==> src/rtl/traffic_phase_ctrl.sv <==
// Two-road intersection phase sequencer.
// Steps MAIN_G -> MAIN_Y -> RED_1 -> SIDE_G -> SIDE_Y -> RED_2 on a 1 Hz tick.
// Each phase has its own down-counter. Main green holds at its final second
// until a side-road request is pending. en=0 parks the block in all-red.
module traffic_phase_ctrl #(
   parameter int pGREEN_MAIN = 30,
   parameter int pGREEN_SIDE = 20,
   parameter int pYELLOW     = 3,
   parameter int pALL_RED    = 2,
   // Width needed for (longest duration - 1), never below 1 bit.
   parameter int pCNT_W = $clog2(
      ((((pGREEN_MAIN > pGREEN_SIDE) ? pGREEN_MAIN : pGREEN_SIDE) >
        ((pYELLOW > pALL_RED) ? pYELLOW : pALL_RED))
         ? ((pGREEN_MAIN > pGREEN_SIDE) ? pGREEN_MAIN : pGREEN_SIDE)
         : ((pYELLOW > pALL_RED) ? pYELLOW : pALL_RED)) > 2
      ? ((((pGREEN_MAIN > pGREEN_SIDE) ? pGREEN_MAIN : pGREEN_SIDE) >
          ((pYELLOW > pALL_RED) ? pYELLOW : pALL_RED))
         ? ((pGREEN_MAIN > pGREEN_SIDE) ? pGREEN_MAIN : pGREEN_SIDE)
         : ((pYELLOW > pALL_RED) ? pYELLOW : pALL_RED))
      : 2)
) (
   input  logic              clk,
   input  logic              rst_n,
   input  logic              tick,
   input  logic              en,
   input  logic              side_req,
   output logic [2:0]        main_light,
   output logic [2:0]        side_light,
   output logic [2:0]        phase,
   output logic [pCNT_W-1:0] remaining,
   output logic              req_pend
);

   typedef enum logic [2:0] {
      MAIN_G = 3'd0,
      MAIN_Y = 3'd1,
      RED_1  = 3'd2,
      SIDE_G = 3'd3,
      SIDE_Y = 3'd4,
      RED_2  = 3'd5
   } state_t;

   localparam logic [2:0] LAMP_R = 3'b100;
   localparam logic [2:0] LAMP_Y = 3'b010;
   localparam logic [2:0] LAMP_G = 3'b001;

   state_t            state_q, state_d;
   logic [pCNT_W-1:0] rem_q, rem_d;
   logic [2:0]        main_d, side_d;
   logic              pend_d;

   // Value loaded into the counter on entry to a phase (duration - 1).
   function automatic logic [pCNT_W-1:0] load(input state_t s);
      case (s)
         MAIN_G:         load = pCNT_W'(pGREEN_MAIN - 1);
         MAIN_Y, SIDE_Y: load = pCNT_W'(pYELLOW - 1);
         SIDE_G:         load = pCNT_W'(pGREEN_SIDE - 1);
         default:        load = pCNT_W'(pALL_RED - 1);
      endcase
   endfunction

   function automatic state_t succ(input state_t s);
      case (s)
         MAIN_G:  succ = MAIN_Y;
         MAIN_Y:  succ = RED_1;
         RED_1:   succ = SIDE_G;
         SIDE_G:  succ = SIDE_Y;
         SIDE_Y:  succ = RED_2;
         default: succ = MAIN_G;
      endcase
   endfunction

   // Next state, counter, request latch and lamp decode.
   always_comb begin
      state_d = state_q;
      rem_d   = rem_q;
      if (!en) begin
         state_d = RED_2;
         rem_d   = load(RED_2);
      end else begin
         case (state_q)
            MAIN_G, MAIN_Y, RED_1, SIDE_G, SIDE_Y, RED_2: begin
               if (tick) begin
                  if (rem_q != '0) begin
                     rem_d = rem_q - pCNT_W'(1);
                  end else if (state_q != MAIN_G || req_pend || side_req) begin
                     state_d = succ(state_q);
                     rem_d   = load(state_d);
                  end
               end
            end
            default: begin
               // Codes 6/7 are unreachable in normal operation; park in all-red.
               state_d = RED_2;
               rem_d   = load(RED_2);
            end
         endcase
      end

      // Entering side green consumes the request, even one arriving that cycle.
      if (state_d == SIDE_G && state_q != SIDE_G) pend_d = 1'b0;
      else                                        pend_d = req_pend | side_req;

      // Lamps are decoded from the next state so they change on the same edge.
      main_d = LAMP_R;
      side_d = LAMP_R;
      case (state_d)
         MAIN_G:  main_d = LAMP_G;
         MAIN_Y:  main_d = LAMP_Y;
         SIDE_G:  side_d = LAMP_G;
         SIDE_Y:  side_d = LAMP_Y;
         default: ;
      endcase
   end

   // State register; reset lands in the safe all-red clearance phase.
   always_ff @(posedge clk or negedge rst_n) begin
      if (!rst_n) begin
         state_q    <= RED_2;
         rem_q      <= load(RED_2);
         main_light <= LAMP_R;
         side_light <= LAMP_R;
         req_pend   <= 1'b0;
      end else begin
         state_q    <= state_d;
         rem_q      <= rem_d;
         main_light <= main_d;
         side_light <= side_d;
         req_pend   <= pend_d;
      end
   end

   assign phase     = state_q;
   assign remaining = rem_q;

endmodule

==> config.mk <==
export PLATFORM = sky130hd
export DESIGN_NAME = traffic_phase_ctrl
export DESIGN_NICKNAME = d
export VERILOG_FILES = /design/src/rtl/traffic_phase_ctrl.sv
export SDC_FILE = /design/constraint.sdc
export NUM_CORES = 1
export LEC_CHECK = 0
export ABC_AREA = 1
export BUFFER_PORTS_ARGS = -buffer_cell sky130_fd_sc_hd__buf_2
export CELL_PAD_IN_SITES_DETAIL_PLACEMENT = 1
export CELL_PAD_IN_SITES_GLOBAL_PLACEMENT = 2
export CORE_MARGIN = 2
export CORE_UTILIZATION = 29
export CTS_CLUSTER_SIZE = 25
export DETAILED_ROUTE_END_ITERATION = 12
export PLACE_DENSITY_LB_ADDON = 0.12
export SLEW_MARGIN = 25
export SYNTH_ARGS = -nofsm -noshare
export SYNTH_HDL_FRONTEND = slang
export SYNTH_SLANG_ARGS = --single-unit
==> constraint.sdc <==
create_clock -name clk -period 1.6 [get_ports clk]
set_input_delay 0.48 -clock clk [delete_from_list [all_inputs] [get_ports clk]]
set_output_delay 0.48 -clock clk [all_outputs]
set_load 0.01 [all_outputs]
Yosys cells after proc, flatten, opt, wreduce, memory -nomap -nowiden
Cells that the tools add are included.
{"block": "word_totals", "ff_bits": 15, "output_inout_bits": 15}
{"block": "classes", "add_sub_neg": 1, "n_eq_ne": 14, "n_mux": 20, "bitwise": 1, "n_reduce_logical": 11}
{"cell": "two-way mux 3 bit", "count": 10}
{"cell": "two-way mux 5 bit", "count": 5}
{"cell": "one-hot mux 3 bit (5 select lines)", "count": 1}
{"cell": "one-hot mux 5 bit (3 select lines)", "count": 1}
{"cell": "equality test 3 x 2 -> 1 bit, second input constant", "count": 4}
{"cell": "equality test 3 bit, second input constant", "count": 4}
{"cell": "one-hot mux 3 bit (2 select lines)", "count": 2}
{"cell": "equality test 3 x 1 -> 1 bit, second input constant", "count": 3}
{"cell": "logical NOT 3 bit", "count": 3}
{"cell": "OR reduction 6 bit", "count": 1}
{"cell": "nonzero test 5 bit", "count": 1}
{"cell": "subtractor 5 x 1 -> 5 bit, second input constant", "count": 1}
{"cell": "inequality test 4 bit, second input constant", "count": 1}
{"cell": "inequality test 3 x 2 -> 1 bit, second input constant", "count": 1}
{"cell": "inequality test 3 bit, second input constant", "count": 1}
{"cell": "nonzero test 3 bit", "count": 1}
{"cell": "logical OR 1 bit", "count": 2}
{"cell": "AND reduction 2 bit", "count": 1}
{"cell": "OR reduction 2 bit", "count": 1}
{"cell": "logical AND 1 bit", "count": 1}
{"cell": "two-way mux 1 bit", "count": 1}
{"cell": "OR 1 bit", "count": 1}

Logic depth before layout (Yosys ltp)
{"block": "logic_depth", "word_depth": 16, "depth_mapped": 11}

Least setup slack after synthesis
No wires, ideal clock.
{"block": "synth_timing", "kind": "reg-to-reg", "startpoint": "reg rem_q[1] (netlist: remaining[1])", "endpoint": "reg req_pend", "setup_time_ns": 0.113, "arrival_time_ns": 1.392, "required_ns": 1.487, "slack_ns": 0.095, "stages_incl_launch_ff": 12, "synth_period_minus_slack_ns": 1.505, "path_cell_list": "dfrtp_1 inv_1 ha_1 inv_1 nor2_2 nand3_4 nand2_2 nand2_1 nor2_4 nand3_1 nand2_1 inv_1"}
{"block": "synth_via", "elab_chain_len": 8}
{"element": "start, declared", "line_no": "48", "rtl": "logic [pCNT_W-1:0] rem_q, rem_d;"}
{"element": "start signal, assigned", "line_no": "120", "rtl": "rem_q <= load(RED_2);"}
{"element": "start signal, assigned", "line_no": "126", "rtl": "rem_q <= rem_d;"}
{"element": "nonzero test 5 bit", "line_no": "84", "rtl": "if (rem_q != '0) begin"}
{"element": "two-way mux 3 bit", "line_no": "84"}
{"element": "two-way mux 3 bit", "line_no": "83", "rtl": "if (tick) begin"}
{"element": "two-way mux 3 bit", "line_no": "81", "rtl": "case (state_q)"}
{"element": "two-way mux 3 bit", "line_no": "77", "rtl": "if (!en) begin"}
{"element": "named net state_d[1]", "line_no": "47", "rtl": "state_t state_q, state_d;"}
{"element": "equality test 3 x 2 -> 1 bit", "line_no": "101", "rtl": "if (state_d == SIDE_G && state_q != SIDE_G) pend_d = 1'b0;"}
{"element": "logical AND 1 bit", "line_no": "101"}
{"element": "two-way mux 1 bit", "line_no": "101"}
{"element": "named net pend_d", "line_no": "50", "rtl": "logic pend_d;"}
{"element": "end signal, assigned", "line_no": "129", "rtl": "req_pend <= pend_d;"}
{"element": "end, declared", "line_no": "31", "rtl": "output logic req_pend"}
The timed path passes the listed nets, and every way through them passes these cells.
A chain may end at the register's enable or synchronous reset.

Worst setup path in the final report
{"block": "layout_timing", "startpoint": "reg rem_q[0] (netlist: remaining[0])", "endpoint": "out remaining[0]"}
{"element": "end, declared", "line_no": "30", "rtl": "output logic [pCNT_W-1:0] remaining,"}
No word-level cell between the ends.

==> impl_metrics.toml <==
[run_status]
status = "complete, no violations"

[pwr]
power.total_mw = 1.99
p_leak_nw = 0.613
power_density_nw_per_um2 = 1650
ir_drop_uv = 497

[run]
maxCapViolCount = 0

[final_layout]
antennaDiodeCount = 0
fill_cells = 380
area_delta_synth_final_pct = 33.2
drive_gt1_share_pct = 45.3
final_cell_mix = "nand2_1, buf_2, nand3_1"
final_common_cell = "nand2_1"
multiInputGateArea_um2 = 505
stdcell_count = 183
nets = 158
seqCellArea_um2 = 382

[min_path]
hold_class = "in -> async"

[grt]
met2_usage_pct = 27.8
grt_use_met1_pct = 18.2
grt_pass1_vias = 913
grt_max_degree = 16
grt_pass1_wl_um = 4140
met3_usage_pct = 2.38
antenna_found_initial = 0
track_usage_pct = 15.8
grt.overflow.total = 0
busiest_layer = "met2"

[synthesis]
synthTopCellsByArea = "dfrtp_1, dfstp_2, nand2_1"
ys_seq_area_share_pct = 42.2
syn_nets = 125
synth.top_cell.area_share_pct = 27.7
avgSynthCellArea_um2 = 7.66
synth_top_cell_by_area = "dfrtp_1"
synth.cell_area_um2 = 903
yosysWarnings = 0
synth_cells = 118
yosys_register_bits = 15
yosys.cell_types.count = 19

[floorplanning]
die-area_um2 = 3580
ioPinCount = 20
die_height_um = 59.8
die_x_um = 59.8
std_cell_rows = 20
core_um2 = 3000
start_util_pct = 30.1

[sta]
fmax_ghz = 0.634
timing.final.crit_share_pct = 98.6
finalWorstSetupSlack_ns = 0.0224
min_period_ns = 1.58
slew_headroom_pct = 75.7
worst_pin_slew_ns = 0.361
hold_violations = 0
setup_viol = 0
rsz0062_at_grt = "true"
setup-tns-final_ns = 0
report.final.slew_viol_count = 0
finClkSkew_ns = 0.00870

[cts]
cts_htree_levels = 1
clk_latency_ns = 0.31
numCtsBuffers = 3
numClockSinks = 15
cts_buffer_depth = 2
cts_tree = "yes"
cts_hold_buffers = 0
clk_pin_slew_ns = 0.11
clock-root-buffer = "clkbuf_4"

[drt]
wl_per_cell_um = 13.7
first_pass_iters = 4
antenna_left = 0
route.detailed.drc = 0
routed_via_density = 4.79
drt_iter0_markers = 25
postRouteWirelength_um = 2500
vias = 877

[place]
placed_cells = 171
post-place-ws_ns = -0.0228
routabilityCongestion = 0.742
port-buffer-count = 19
hpwl_um = 1790

[setup_path]
reg2reg_depth = 11
cp-end-kind = "primary output"
cp_data_arrival_time_ns = 1.10
crit_buf_inv = 2
worstPathCellList = "buf_4, buf_6"
crit_start = "remaining[0]$_DFFE_PN1P_"
cp.required_ns = 1.12
cp_num_cells = 2
timing_worst_setup_path_type = "reg -> out"
reg2reg_from = "remaining[0]$_DFFE_PN1P_"
cp_slowest_cell = "dfstp_2"
crit_family = "flip-flops"
start_kind = "flop"
slowest_delay_ns = 0.57
path_max_fanout = 2
-- cells by family after synthesis --
| logic type | after synthesis | synth area share [%] |
|---|---|---|
| AND/OR/NAND/NOR | 69 | 37.8 |
| AO/OA/AOI/OAI | 15 | 9.28 |
| adder cells (fa/ha/maj) | 2 | 2.77 |
| flip-flops | 15 | 42.2 |
| buffers and inverters | 17 | 7.89 |
-- layout make-up --
cell class | count | share of cell area [%]
multi-input cells | 86 | 42.0
flip-flops and latches | 15 | 31.7
repair buffers | 29 | 15.2
inverters | 16 | 5.41
well taps | 33 | 3.43
clock buffers | 3 | 1.87
clock inverters | 1 | 0.416
-- what timing repair did --
action | CTS | global route
buffers inserted | 5 | 3
pin swaps | 1 | 5
cloned | 0 | 0
gates resized for setup | 4 | 16
endpoints found under the setup margin | 7 | 11
-- per-stage QoR --
step	utilization (%)	instance area [um^2]	hold WS, ns
2_1_floorplan	-	903	0.184
3_3_place_gp	34.8	1040	0.405
3_5_place_dp	34.8	1040	0.414
4_1_cts	37.3	1120	0.0668
5_1_grt	40.1	1200	0.0737
6_report	40.1	1200	0.0638
-- synthesized netlist by cell type --
| cell | number |
|---|---|
| nor2_4 | 2 |
| nor2_2 | 6 |
| ha_1 | 2 |
| o211ai_1 | 2 |
| nand3_4 | 1 |
| inv_1 | 12 |
| nand3_2 | 1 |
| nor3_2 | 1 |
| inv_2 | 4 |
| nand2_2 | 4 |
| dfrtp_1 | 10 |
| nand2_1 | 34 |
| nor2_1 | 7 |
| nand3_1 | 13 |
| a21oi_1 | 5 |
| o21ai_0 | 7 |
| dfstp_2 | 5 |
| o21ai_2 | 1 |
| buf_6 | 1 |
-- layer usage --
layer	wire length (um)	share of wire, %	up-vias
met2	1350	54	11
met5	0	0	-
met4	54	2.2	0
li1	-	-	439
met1	1040	41	422
met3	61	2.4	5
-- worst paths after layout --
path / to / slack, ns
worst max-delay path: remaining[0] / 0.02
worst min-delay path: remaining[4]$_DFFE_PN0P_ / 0.06
worst max register to register: side_light[2]$_DFF_PN1_ / 0.05
min in group clk: req_pend$_DFF_PN0_ / 0.46
max in group asynchronous: side_light[2]$_DFF_PN1_ / 1.22
worst min register to register: req_pend$_DFF_PN0_ / 0.60
-- power by group --
part	leakage, nW	switching, mW	internal, mW	total, mW
Clock	0.0177	0.146	0.0935	0.239
Combinational	0.412	0.646	0.469	1.11
Sequential	0.184	0.120	0.519	0.638
-- sequential cells by signal (all words and copies together) (netlist names) --
register	flops
remaining	5
main_light	3
phase	3
side_light	3
req_pend	1
Note: power is estimated with default switching activity, not from simulation.
